<file path="config.mk">
export PLATFORM = sky130hd
export DESIGN_NAME = oled_frame_streamer
export DESIGN_NICKNAME = d
export VERILOG_FILES = /design/src/rtl/oled_pkg.sv /design/src/rtl/oled_byte_fifo.sv /design/src/rtl/oled_frame_streamer.sv
export SDC_FILE = /design/constraint.sdc
export NUM_CORES = 1
export LEC_CHECK = 0
export ABC_AREA = 1
export CAP_MARGIN = 20
export CORE_MARGIN = 10
export CORE_UTILIZATION = 45
export CTS_CLUSTER_SIZE = 14
export DETAILED_ROUTE_END_ITERATION = 8
export PLACE_DENSITY = 0.68
export SYNTH_ARGS = -nofsm -noshare
export SYNTH_HDL_FRONTEND = slang
export SYNTH_HIERARCHICAL = 1
export SYNTH_SLANG_ARGS = --single-unit
</file>
<file path="constraint.sdc">
create_clock -name clk -period 6 [get_ports clk]
set_clock_uncertainty 0.1 [all_clocks]
set_input_delay 0.6 -clock clk [delete_from_list [all_inputs] [get_ports clk]]
set_output_delay 0.6 -clock clk [all_outputs]
set_load 0.01 [all_outputs]
</file>
<file path="src/rtl/oled_pkg.sv">
// Shared types and constants for the OLED frame streamer: FSM states,
// SSD1306 window-set command bytes and small header/size helpers.
package oled_pkg;

    typedef enum logic [1:0] {
        IDLE,
        HDR,
        DATA,
        FINISH
    } state_t;

    localparam logic [7:0] SET_COL  = 8'h21;
    localparam logic [7:0] SET_PAGE = 8'h22;
    localparam int         HDR_LEN  = 6;
    localparam int         CNT_W    = 11;

    // Number of framebuffer bytes covered by an inclusive window (1..1024).
    function automatic logic [CNT_W-1:0] frame_bytes(
        input logic [6:0] cs,
        input logic [6:0] ce,
        input logic [2:0] ps,
        input logic [2:0] pe
    );
        logic [CNT_W-1:0] cols;
        logic [CNT_W-1:0] pages;
        cols  = CNT_W'(ce) - CNT_W'(cs) + CNT_W'(1);
        pages = CNT_W'(pe) - CNT_W'(ps) + CNT_W'(1);
        return cols * pages;
    endfunction

    // Header byte for a given index: SET_COL, cs, ce, SET_PAGE, ps, pe.
    function automatic logic [7:0] hdr_byte(
        input logic [2:0] idx,
        input logic [6:0] cs,
        input logic [6:0] ce,
        input logic [2:0] ps,
        input logic [2:0] pe
    );
        logic [7:0] b;
        case (idx)
            3'd0:    b = SET_COL;
            3'd1:    b = {1'b0, cs};
            3'd2:    b = {1'b0, ce};
            3'd3:    b = SET_PAGE;
            3'd4:    b = {5'b0, ps};
            default: b = {5'b0, pe};
        endcase
        return b;
    endfunction

endpackage

</file>
<file path="src/rtl/oled_byte_fifo.sv">
// Two-entry FIFO of {dc, data} bytes. When empty, a write falls straight
// through to the output so a byte returned by the RAM can be offered in the
// same cycle it arrives; an unaccepted byte is captured and held.
module oled_byte_fifo (
    input  logic       clk,
    input  logic       reset,
    input  logic       wr_en,
    input  logic [8:0] wr_data,
    input  logic       rd_en,
    output logic       rd_valid,
    output logic [8:0] rd_data,
    output logic [1:0] count
);

    logic [8:0] mem [2];
    logic       wr_ptr;
    logic       rd_ptr;
    logic       empty;
    logic       do_store;
    logic       do_drop;

    assign empty    = (count == 2'd0);
    assign rd_valid = !empty || wr_en;
    assign rd_data  = empty ? wr_data : mem[rd_ptr];
    // A write consumed directly through the bypass is never stored.
    assign do_store = wr_en && !(empty && rd_en);
    assign do_drop  = rd_en && !empty;

    // Capture incoming bytes into the slot at the write pointer.
    // NOTE: storage is deliberately not reset; occupancy is tracked by count,
    // so stale contents are never observed and the array stays plain RAM.
    always_ff @(posedge clk) begin
        if (do_store) begin
            mem[wr_ptr] <= wr_data;
        end
    end

    // Advance pointers and occupancy on stores and pops.
    // NOTE: sequential state uses non-blocking assignments so every register
    // in the block updates from pre-edge values, whatever the statement order.
    always_ff @(posedge clk) begin
        if (reset) begin
            wr_ptr <= 1'b0;
            rd_ptr <= 1'b0;
            count  <= 2'd0;
        end else begin
            if (do_store) begin
                wr_ptr <= ~wr_ptr;
            end
            if (do_drop) begin
                rd_ptr <= ~rd_ptr;
            end
            count <= count + {1'b0, do_store} - {1'b0, do_drop};
        end
    end

endmodule

</file>
<file path="src/rtl/oled_frame_streamer.sv">
// Streams an SSD1306 window-set header (DC=0) followed by the matching
// framebuffer bytes (DC=1) to the SPI byte shifter, owning chip-select for
// the whole transfer.
module oled_frame_streamer
    import oled_pkg::*;
#(
    parameter int WIDTH     = 128,
    parameter int PAGES     = 8,
    parameter int FB_ADDR_W = 10
) (
    input  logic                 clk,
    input  logic                 reset,
    input  logic                 start,
    input  logic [6:0]           col_start,
    input  logic [6:0]           col_end,
    input  logic [2:0]           page_start,
    input  logic [2:0]           page_end,
    output logic                 fb_rd,
    output logic [FB_ADDR_W-1:0] fb_addr,
    input  logic [7:0]           fb_rdata,
    output logic                 byte_valid,
    input  logic                 byte_ready,
    output logic [7:0]           byte_data,
    output logic                 byte_dc,
    output logic                 oled_cs,
    output logic                 busy,
    output logic                 done,
    output logic                 err
);

    state_t           state;
    logic [2:0]       hdr_idx;
    logic [6:0]       win_cs;
    logic [6:0]       win_ce;
    logic [2:0]       win_ps;
    logic [2:0]       win_pe;
    logic [6:0]       col;
    logic [2:0]       page;
    logic [CNT_W-1:0] reads_left;
    logic             rd_inflight;

    logic             window_bad;
    logic             hs;
    logic [2:0]       fifo_occ;
    logic             space_ok;
    logic             last_byte;

    logic             fifo_valid;
    logic [8:0]       fifo_rdata;
    logic [1:0]       fifo_count;
    logic             fifo_rd_en;

    assign window_bad = (col_start > col_end) || (page_start > page_end) ||
                        (int'(col_end) >= WIDTH) || (int'(page_end) >= PAGES);

    assign hs = byte_valid && byte_ready;

    // Space accounting covers both held bytes and the read whose data is
    // arriving now, so a read issued this cycle always has a slot.
    assign fifo_occ  = {1'b0, fifo_count} + {2'b0, rd_inflight};
    assign space_ok  = (fifo_occ <= 3'd1);
    assign last_byte = (reads_left == '0) && hs && (fifo_occ == 3'd1);

    assign fb_rd   = (state == DATA) && (reads_left != '0) && space_ok;
    assign fb_addr = FB_ADDR_W'(page) * FB_ADDR_W'(WIDTH) + FB_ADDR_W'(col);

    oled_byte_fifo u_fifo (
        .clk      (clk),
        .reset    (reset),
        .wr_en    (rd_inflight),
        .wr_data  ({1'b1, fb_rdata}),
        .rd_en    (fifo_rd_en),
        .rd_valid (fifo_valid),
        .rd_data  (fifo_rdata),
        .count    (fifo_count)
    );

    // Select the offered byte: header bytes in HDR, FIFO head in DATA.
    // NOTE: every output gets a default before the case, so no path through
    // this block leaves a signal unassigned and no latch is inferred.
    always_comb begin
        byte_valid = 1'b0;
        byte_data  = 8'h00;
        byte_dc    = 1'b0;
        fifo_rd_en = 1'b0;
        case (state)
            HDR: begin
                byte_valid = 1'b1;
                byte_data  = hdr_byte(hdr_idx, win_cs, win_ce, win_ps, win_pe);
            end
            DATA: begin
                byte_valid = fifo_valid;
                byte_data  = fifo_rdata[7:0];
                byte_dc    = fifo_rdata[8];
                fifo_rd_en = fifo_valid && byte_ready;
            end
            default: ;
        endcase
    end

    // Control FSM with window latch, address walk and registered status.
    always_ff @(posedge clk) begin
        if (reset) begin
            state       <= IDLE;
            hdr_idx     <= 3'd0;
            win_cs      <= '0;
            win_ce      <= '0;
            win_ps      <= '0;
            win_pe      <= '0;
            col         <= '0;
            page        <= '0;
            reads_left  <= '0;
            rd_inflight <= 1'b0;
            oled_cs     <= 1'b1;
            busy        <= 1'b0;
            done        <= 1'b0;
            err         <= 1'b0;
        end else begin
            done        <= 1'b0;
            err         <= 1'b0;
            rd_inflight <= fb_rd;
            case (state)
                IDLE: begin
                    if (start) begin
                        if (window_bad) begin
                            err <= 1'b1;
                        end else begin
                            win_cs     <= col_start;
                            win_ce     <= col_end;
                            win_ps     <= page_start;
                            win_pe     <= page_end;
                            col        <= col_start;
                            page       <= page_start;
                            reads_left <= frame_bytes(col_start, col_end,
                                                      page_start, page_end);
                            hdr_idx    <= 3'd0;
                            oled_cs    <= 1'b0;
                            busy       <= 1'b1;
                            state      <= HDR;
                        end
                    end
                end
                HDR: begin
                    if (hs) begin
                        if (hdr_idx == 3'(HDR_LEN - 1)) begin
                            state <= DATA;
                        end else begin
                            hdr_idx <= hdr_idx + 3'd1;
                        end
                    end
                end
                DATA: begin
                    if (fb_rd) begin
                        reads_left <= reads_left - CNT_W'(1);
                        if (col == win_ce) begin
                            col <= win_cs;
                            if (page != win_pe) begin
                                page <= page + 3'd1;
                            end
                        end else begin
                            col <= col + 7'd1;
                        end
                    end
                    if (last_byte) begin
                        oled_cs <= 1'b1;
                        done    <= 1'b1;
                        state   <= FINISH;
                    end
                end
                FINISH: begin
                    busy  <= 1'b0;
                    state <= IDLE;
                end
                default: state <= IDLE;
            endcase
        end
    end

endmodule
</file>
After elaboration in Yosys (flattened, before gate mapping)
Memories as Yosys holds them, arrays and structs flattened. A register that Yosys moved wholly into a read port is not among the register bits. Cells that the tools add are included.

Add/subtract/negate cells: 12. $mul: 1. $lt $le $gt $ge: 3. Equality and inequality tests: 20. Multiplexer cells: 45. Bitwise logic cells: 6. Reductions and logical operators: 30.

Operators with widths (count): case mux 7 bit (5 select lines) (1); 2-to-1 mux 11 bit (3); 2-to-1 mux 7 bit (4); 2-to-1 mux 3 bit (9); case mux 11 bit (2 select lines) (1); case mux 8 bit (2 select lines) (1); inequality test 2 bit, second input constant (7); case mux 7 bit (2 select lines) (1); 2-to-1 mux 1 bit (13); case mux 3 bit (2 select lines) (2); logical NOT 11 bit (1); multiplier 9 x 5 -> 11 bit (1); nonzero test 11 bit (1); subtractor 11 x 1 -> 11 bit, second input constant (1); adder 10 x 7 -> 10 bit (1); 2-to-1 mux 2 bit (5); AND reduction 5 bit (2); adder 8 x 2 -> 9 bit, second input constant (1); logical AND 1 bit (9); 2-to-1 mux 9 bit (1); case mux 2 bit (4 select lines) (1); AND reduction 4 bit (2); subtractor 7 x 7 -> 8 bit (1); adder 7 x 1 -> 7 bit, second input constant (1); 28 further kinds (47).

Register bits after elaboration: 55. RAM bits: 16. Output and inout bits: 25. Memories: 1.

Memories: u_fifo.mem (words 2, width 8, rd ports 1, clocked after Yosys merged registers in 1, write ports 1, line oled_byte_fifo.sv:15) `logic [8:0] mem [2];`.

Depth between registers and ports, before layout
Gate-level depths: netlist (run 1).

Depth after elaboration: 10. Depth in mapped cells: 35. Mapped depth without buffers: 35.

Hierarchy
The synthesis (run 1) kept the hierarchy.

By module, submodules not included: oled_frame_streamer (times used 1, cells each 715, area an instance 4979.8 um^2); oled_byte_fifo (times used 1, cells each 105, area an instance 1026.0 um^2).

Least setup slack after synthesis (run 1)
No wires, ideal clock.

Path type: input to register. From: in page_end[0]. To: reg reads_left[8]. Library setup time: 0.119 ns. Arrival: 5.389 ns. Required time: 5.781 ns. Slack: 0.391 ns. Cell stages on the path: 26. Buffers on the path: 0. Cells stage by stage: inv_1 > ha_1 > inv_1 > fa_1 > fa_1 > nand3_1 > xor2_1 > inv_1 > nor2_1 > fa_1 > fa_1 > inv_1 > fa_1 > inv_1 > ha_1 > a21oi_1 > nand2_1 > inv_1 > nor2_1 > o21ai_0 > nand2_1 > or2_2 > nand3_1 > o21ai_0 > o21ai_0 > a21oi_1.

Word-level cells in the longest chain between the ends: 6.

RTL lines: from (decl) (line oled_frame_streamer.sv:17) `input logic [2:0] page_end,`; subtractor 3 x 3 -> 4 bit (line oled_pkg.sv:27) `pages = CNT_W'(pe) - CNT_W'(ps) + CNT_W'(1);`; adder 4 x 2 -> 5 bit (line oled_pkg.sv:27); multiplier 9 x 5 -> 11 bit (line oled_pkg.sv:28) `return cols * pages;`; 2-to-1 mux 11 bit (line oled_frame_streamer.sv:125) `if (window_bad) begin`; 2-to-1 mux 11 bit (line oled_frame_streamer.sv:124) `if (start) begin`; case mux 11 bit (2 select lines) (line oled_frame_streamer.sv:122) `case (state)`; to (signal assigned) (line oled_frame_streamer.sv:134) `reads_left <= frame_bytes(col_start, col_end,`; to (signal assigned) (line oled_frame_streamer.sv:154) `reads_left <= reads_left - CNT_W'(1);`; to (decl) (line oled_frame_streamer.sv:39) `logic [CNT_W-1:0] reads_left;`.

Parallel ways exist; a longest one is shown, timed or not. The select of a mux whose other input is x is not followed. A chain may end at the register's enable or synchronous reset.

Final worst setup path (run 1)
Ends and elaborated chain as after synthesis.

==> results of run 1 <==
kinds of logic after synthesis:
| group | synth area share, % |
|---|---|
| AOI/OAI and AO/OA | 17.3 |
| xor gates and xnor gates | 4.08 |
| adders and majority gates | 18.0 |
| buffers and inverters | 13.3 |
| DFF | 27.7 |
| other | 0.0624 |
| and+or+nand+nor | 19.6 |
synth_stat cells (2+ instances only):
cell type  number
a211oi_1        3
a21oi_1        74
a21oi_2         3
a221oi_1        4
a31oi_1         6
buf_1           2
buf_2           2
buf_6           4
clkbuf_1       11
clkbuf_8        4
clkinv_1        2
dfxtp_1        56
edfxtp_1       18
fa_1           24
ha_1           48
inv_1         161
inv_2           6
nand2_1       129
nand2_2        11
nand3_1        30
nand3_2         5
nand4_1         5
nor2_1         62
nor2_2          3
nor2_4          2
nor3_1          6
nor4_1          2
o211ai_1        3
o21ai_0        73
o21ai_1         8
o22ai_1         6
or2_2           3
xnor2_1         6
xor2_1         22
cells in the final DEF (no fill, tap or decap), types with 8 or more instances in the layout:
| master | count |
|---|---|
| buf_4 | 41 |
| clkdlybuf4s50_1 | 54 |
| ha_1 | 48 |
| edfxtp_1 | 18 |
| o21ai_1 | 9 |
| dfxtp_1 | 56 |
| inv_1 | 159 |
| xor2_1 | 19 |
| nand2_2 | 11 |
| nand3_1 | 29 |
| o21ai_0 | 72 |
| fa_1 | 22 |
| a21oi_1 | 74 |
| inv_2 | 8 |
| nor2_1 | 61 |
| nand2_1 | 129 |
| clkbuf_16 | 9 |
registers in the layout, summed over array words and instances (netlist names), 7 cells and up, named ones only:
name	count
win_cs	7
u_fifo/mem	18
col	7
win_ce	7
reads_left	11
where the power goes:
group          internal, uW  leakage, uW  total, uW  switching [uW]
combinational           927      0.00262       2090            1160
sequential              599     0.000621        678            78.7
clock                   366     0.000153        581             215
path summary, 6_finish.rpt:
| path | cells past startpoint | from | end | slack [ns] |
|---|---|---|---|---|
| max | 27 | page_end[0] | reads_left[8] | 0.26 |
| min | 2 | win_ps[0] | win_ps[0] | 0.36 |
| max reg2reg | 9 | state[0] | state[0] | 2.96 |
| min reg2reg | 2 | win_ps[0] | win_ps[0] | 0.36 |
metal layers:
| layer | part of all wire [%] | GRT usage (%) | vias up |
|---|---|---|---|
| li1 | - | - | 2803 |
| met1 | 48 | 23.1 | 2455 |
| met2 | 45 | 25.0 | 126 |
| met3 | 6.1 | 2.71 | 9 |
| met4 | 0.91 | 3.59 | 0 |
| met5 | 0 | 0 | - |
critical path, cell delays in order:
cell and delay (ns):
clkdlybuf4s50_1 0.45, inv_1 0.08, ha_1 0.13, inv_1 0.06, fa_2 0.35, fa_2 0.63
nand3_2 0.10, xor2_2 0.17, inv_2 0.09, nor2_2 0.10, fa_1 0.45, fa_1 0.54
inv_1 0.05, fa_1 0.52, inv_1 0.04, ha_1 0.31, a21oi_1 0.13, nand2_1 0.07
inv_1 0.07, nor2_1 0.05, o21ai_0 0.14, nand2_1 0.08, or2_2 0.27, nand3_1 0.06
o21ai_0 0.11, o21ai_1 0.12, a21oi_1 0.05
per-stage QoR:
stage / instances / util (%) / worst slack (ns)
after global placement: 1071 / 52.8 / -0.141
after CTS: 1087 / 55.2 / 0.119
after detailed placement: 1071 / 52.8 / -0.217
after global routing: 1087 / 55.5 / 0.000142
final: 1087 / 55.5 / 0.265
after floorplan: 822 / - / 0.391
layout make-up:
cell class | instances | area, um2 | share of cell area, %
flip-flops and latches | 74 | 1660 | 22.8
multi-input cells | 555 | 3590 | 49.2
repair buffers | 97 | 873 | 12.0
clock inverters | 6 | 90.1 | 1.23
inverters | 169 | 634 | 8.70
clock buffers | 10 | 229 | 3.14
well taps | 176 | 220 | 3.02
==> impl_metrics.ini, run 1 <==
[grt]
grt_pass1_vias = 4859
overflow = 0
grt_pass1_wl_um = 24200
grt_max_degree = 41
track_usage_pct = 16.2
antenna_found_initial = 0

[yosys]
synth-seq-cells = 74
syn_avg_cell_area_um2 = 7.32
syn_inst = 820
yosys-top-cells-area = dfxtp_1 (19%), inv_1 (10%), ha_1 (10%)
yosysSeqAreaShare_pct = 27.7
synth_cell_types = 50
ys.flop_type = dfxtp_1
yosysTopAreaCellShare_pct = 18.7
ys_warn_count = 6
synth_edf_count = 18
synthArstFlopShare_pct = 0
synth_area_mm2 = 0.00601
synth_area_leader_cell = dfxtp_1

[floorplan]
fp.dieArea_mm2 = 0.0184
die_x_um = 136
row_count = 42
core_mm2 = 0.0131
io_pins = 57
initial_core_util_pct = 45.7
dieHeight_um = 136

[min_path]
min_path_type = register to register

[clocking]
clk_latency_ns = 0.34
cts_setup_buffers = 0
cts.sinks = 74
cts_tree = yes
cts_resized = 0
numCtsBuffers = 9
clk_path_buf_depth = 2
clkSlewWorstSetupHoldPaths_ns = 0.06
hold_buffers = 0
htreeDepth = 3
cts-root-buf = clkbuf_16

[critical_path]
path_class = input pin to register
cp-start-kind = input pin
cp_data_required_time_ns = 6.10
cp_max_fo = 5
critPathArrivalTime_ns = 5.84
setup.worst_path.end_class = register

[sta]
worstMarginPinSlew_ns = 0.806
setup_viol = 0
slew_headroom_pct = 45.9
grt_setup_unrepaired = no
period_share_pct = 95.6
final.setup.tns_ns = 0
max_freq_ghz = 0.174
finalCriticalPeriod_ns = 5.74
holdWs_ns = 0.357
slew_viol_final = 0
hold_viol_final = 0

[power]
finalPower_uw = 3340
p_leak_uw = 0.00340
power_density_mw_per_mm2 = 459
ir_drop_uv = 326

[cells_and_area]
nFillCells = 1257
final_cell_area_mm2 = 0.00729
layout.nets = 1010
syn2layout_area_growth_pct = 21.5
antenna_cells = 0
drive_gt1_share_pct = 11.4

[drt]
final_antenna_net_count = 0
wirelength_um = 15000
dr.pass1.iters = 5
vias_per_cell = 4.96
wl_per_cell_um = 13.8
first_iter_violations = 471
drc = 0
vias = 5393

[flow_run]
maxCapViolations = 0

[placed_design]
place_area_mm2 = 0.00694
io_buffers = 56
gp_congestion = 0.907
dpl.hpwl_um = 12000

[run_status]
outcome = finished clean
(Power assumes the default switching activity.)
==> run 2, diff against run 1 <==
- MAX_ROUTING_LAYER: default -> met4
==> impl_metrics.ini, run 2 (synthesis gave the netlist of run 1 again) <==
[run_status]
outcome = finished clean

[cells_and_area]
antenna_cells = 0
mostFrequentLayoutCells = inv_1 (160), nand2_1 (129), a21oi_1 (74)
drive_gt1_share_pct = 11.4
syn2layout_area_growth_pct = 21.6
largest_register_ffs = 18
reg.largest.list = u_fifo/mem: 18 flops, reads_left: 11 flops
fin_util_pct = 55.6
layout.nets = 1011
regMostFlops = u_fifo/mem
layout_commonest_cell = inv_1

[clocking]
clk_path_buf_depth = 2
numCtsBuffers = 9
cts_setup_buffers = 0
hold_buffers = 0
htreeDepth = 3
clk_latency_ns = 0.34
cts-root-buf = clkbuf_16
clkSlewWorstSetupHoldPaths_ns = 0.06
cts.sinks = 74
cts_tree = yes

[power]
power_density_mw_per_mm2 = 461
p_clk_share_pct = 17.7
finalPower_uw = 3360
swShare_pct = 43.6
internal-power_uw = 1900
seq_power_share_pct = 20.2
ir_drop_uv = 260
p_comb_share_pct = 62.1
p_switching_uw = 1470
p_leak_uw = 0.00341

[placed_design]
gp_congestion = 0.934
io_buffers = 56
dpl.hpwl_um = 12000

[critical_path]
crit_top_cell = inv_1
cp-start-kind = input pin
critPathArrivalTime_ns = 5.81
setup.worst_path.end_class = register
cp_slowest_cell = fa_1
crit_path_max_incr_delay_ns = 0.55
cp_max_fo = 3
path_class = input pin to register
cp_data_required_time_ns = 6.11

[sta]
worstMarginPinSlew_ns = 0.807
final.setup.tns_ns = 0
slew_headroom_pct = 45.9
period_share_pct = 95.0
slew_viol_final = 0
finalCriticalPeriod_ns = 5.70
grt_setup_unrepaired = no
hold_viol_final = 0
holdWs_ns = 0.367
setup_viol = 0
max_freq_ghz = 0.176

[drt]
wirelength_um = 15100
final_antenna_net_count = 0
dr.pass1.iters = 5
drc = 0
wl_per_cell_um = 13.9
vias_per_cell = 5.01
first_iter_violations = 365
vias = 5452

[floorplan]
core_mm2 = 0.0131
row_count = 42
fp.dieArea_mm2 = 0.0184
dieHeight_um = 136
initial_core_util_pct = 45.7
die_x_um = 136
io_pins = 57

[grt]
track_usage_pct = 16.9
antenna_found_initial = 0
grt_pass1_wl_um = 24400
overflow = 0
grt_pass1_vias = 4900
grt_max_degree = 41

[min_path]
min_path_type = register to register

[flow_run]
maxCapViolations = 0
-- run 2: cell types whose count changed in the layout (fill, tap and decap cells not counted), sizes merged --
cell	before	now
buf	41	42
clkbuf	10	9
inv	168	169
-- run 2: metrics by stage --
stage,instance area [um2],std cells,setup WS [ns]
after floorplan,6010,822,0.391
after global placement,6940,1072,-0.135
after detailed placement,6940,1072,-0.225
after CTS,7270,1088,0.111
after global routing,7300,1088,0.0131
final,7300,1088,0.302
-- run 2: layout make-up --
cell class                 instances  area (um2)
inverter                         169         634
timing repair buffer              98         881
fill                            1283        5840
sequential                        74        1660
tap                              176         220
clock inverter                     7         101
clock buffer                       9         225
multi-input combinational        555        3580
-- run 2: power groups by stage --
stage	Combinational [uW]	Sequential [uW]	Clock (uW)
after floorplan	1430	676	0
after global placement	2050	686	0
after detailed placement	2080	687	0
after CTS	2090	677	601
after global routing	2410	687	619
final	2090	679	595
-- run 2: worst paths after layout --
kind	slack, ns	from	cells after the start	endpoint
worst max-delay path	0.30	col_end[0]	28	reads_left[8]
worst min-delay path	0.37	win_ps[2]	2	win_ps[2]
worst max register to register	2.97	state[0]	9	state[0]
worst min register to register	0.37	win_ps[2]	2	win_ps[2]
-- run 2: per-layer routing --
metal	track usage [%]	vias up	wire, um
met5	-	-	0
met4	4.37	0	167
met3	2.74	15	746
met2	24.0	136	6640
met1	24.1	2496	7590
li1	-	2805	-
-- run 2: worst max-delay path: cells and delay by family --
family / cells / cell delay, ns
fa+ha+maj: 7 / 2.69
buf+inv: 9 / 1.19
simple gates: 7 / 0.69
compound gates: 4 / 0.40
xor+xnor: 1 / 0.24
-- run 2: timing repair --
action	in CTS	in global routing
endpoints found under the setup margin	0	3
gates resized for setup	0	11
hold endpoints to repair	0	0
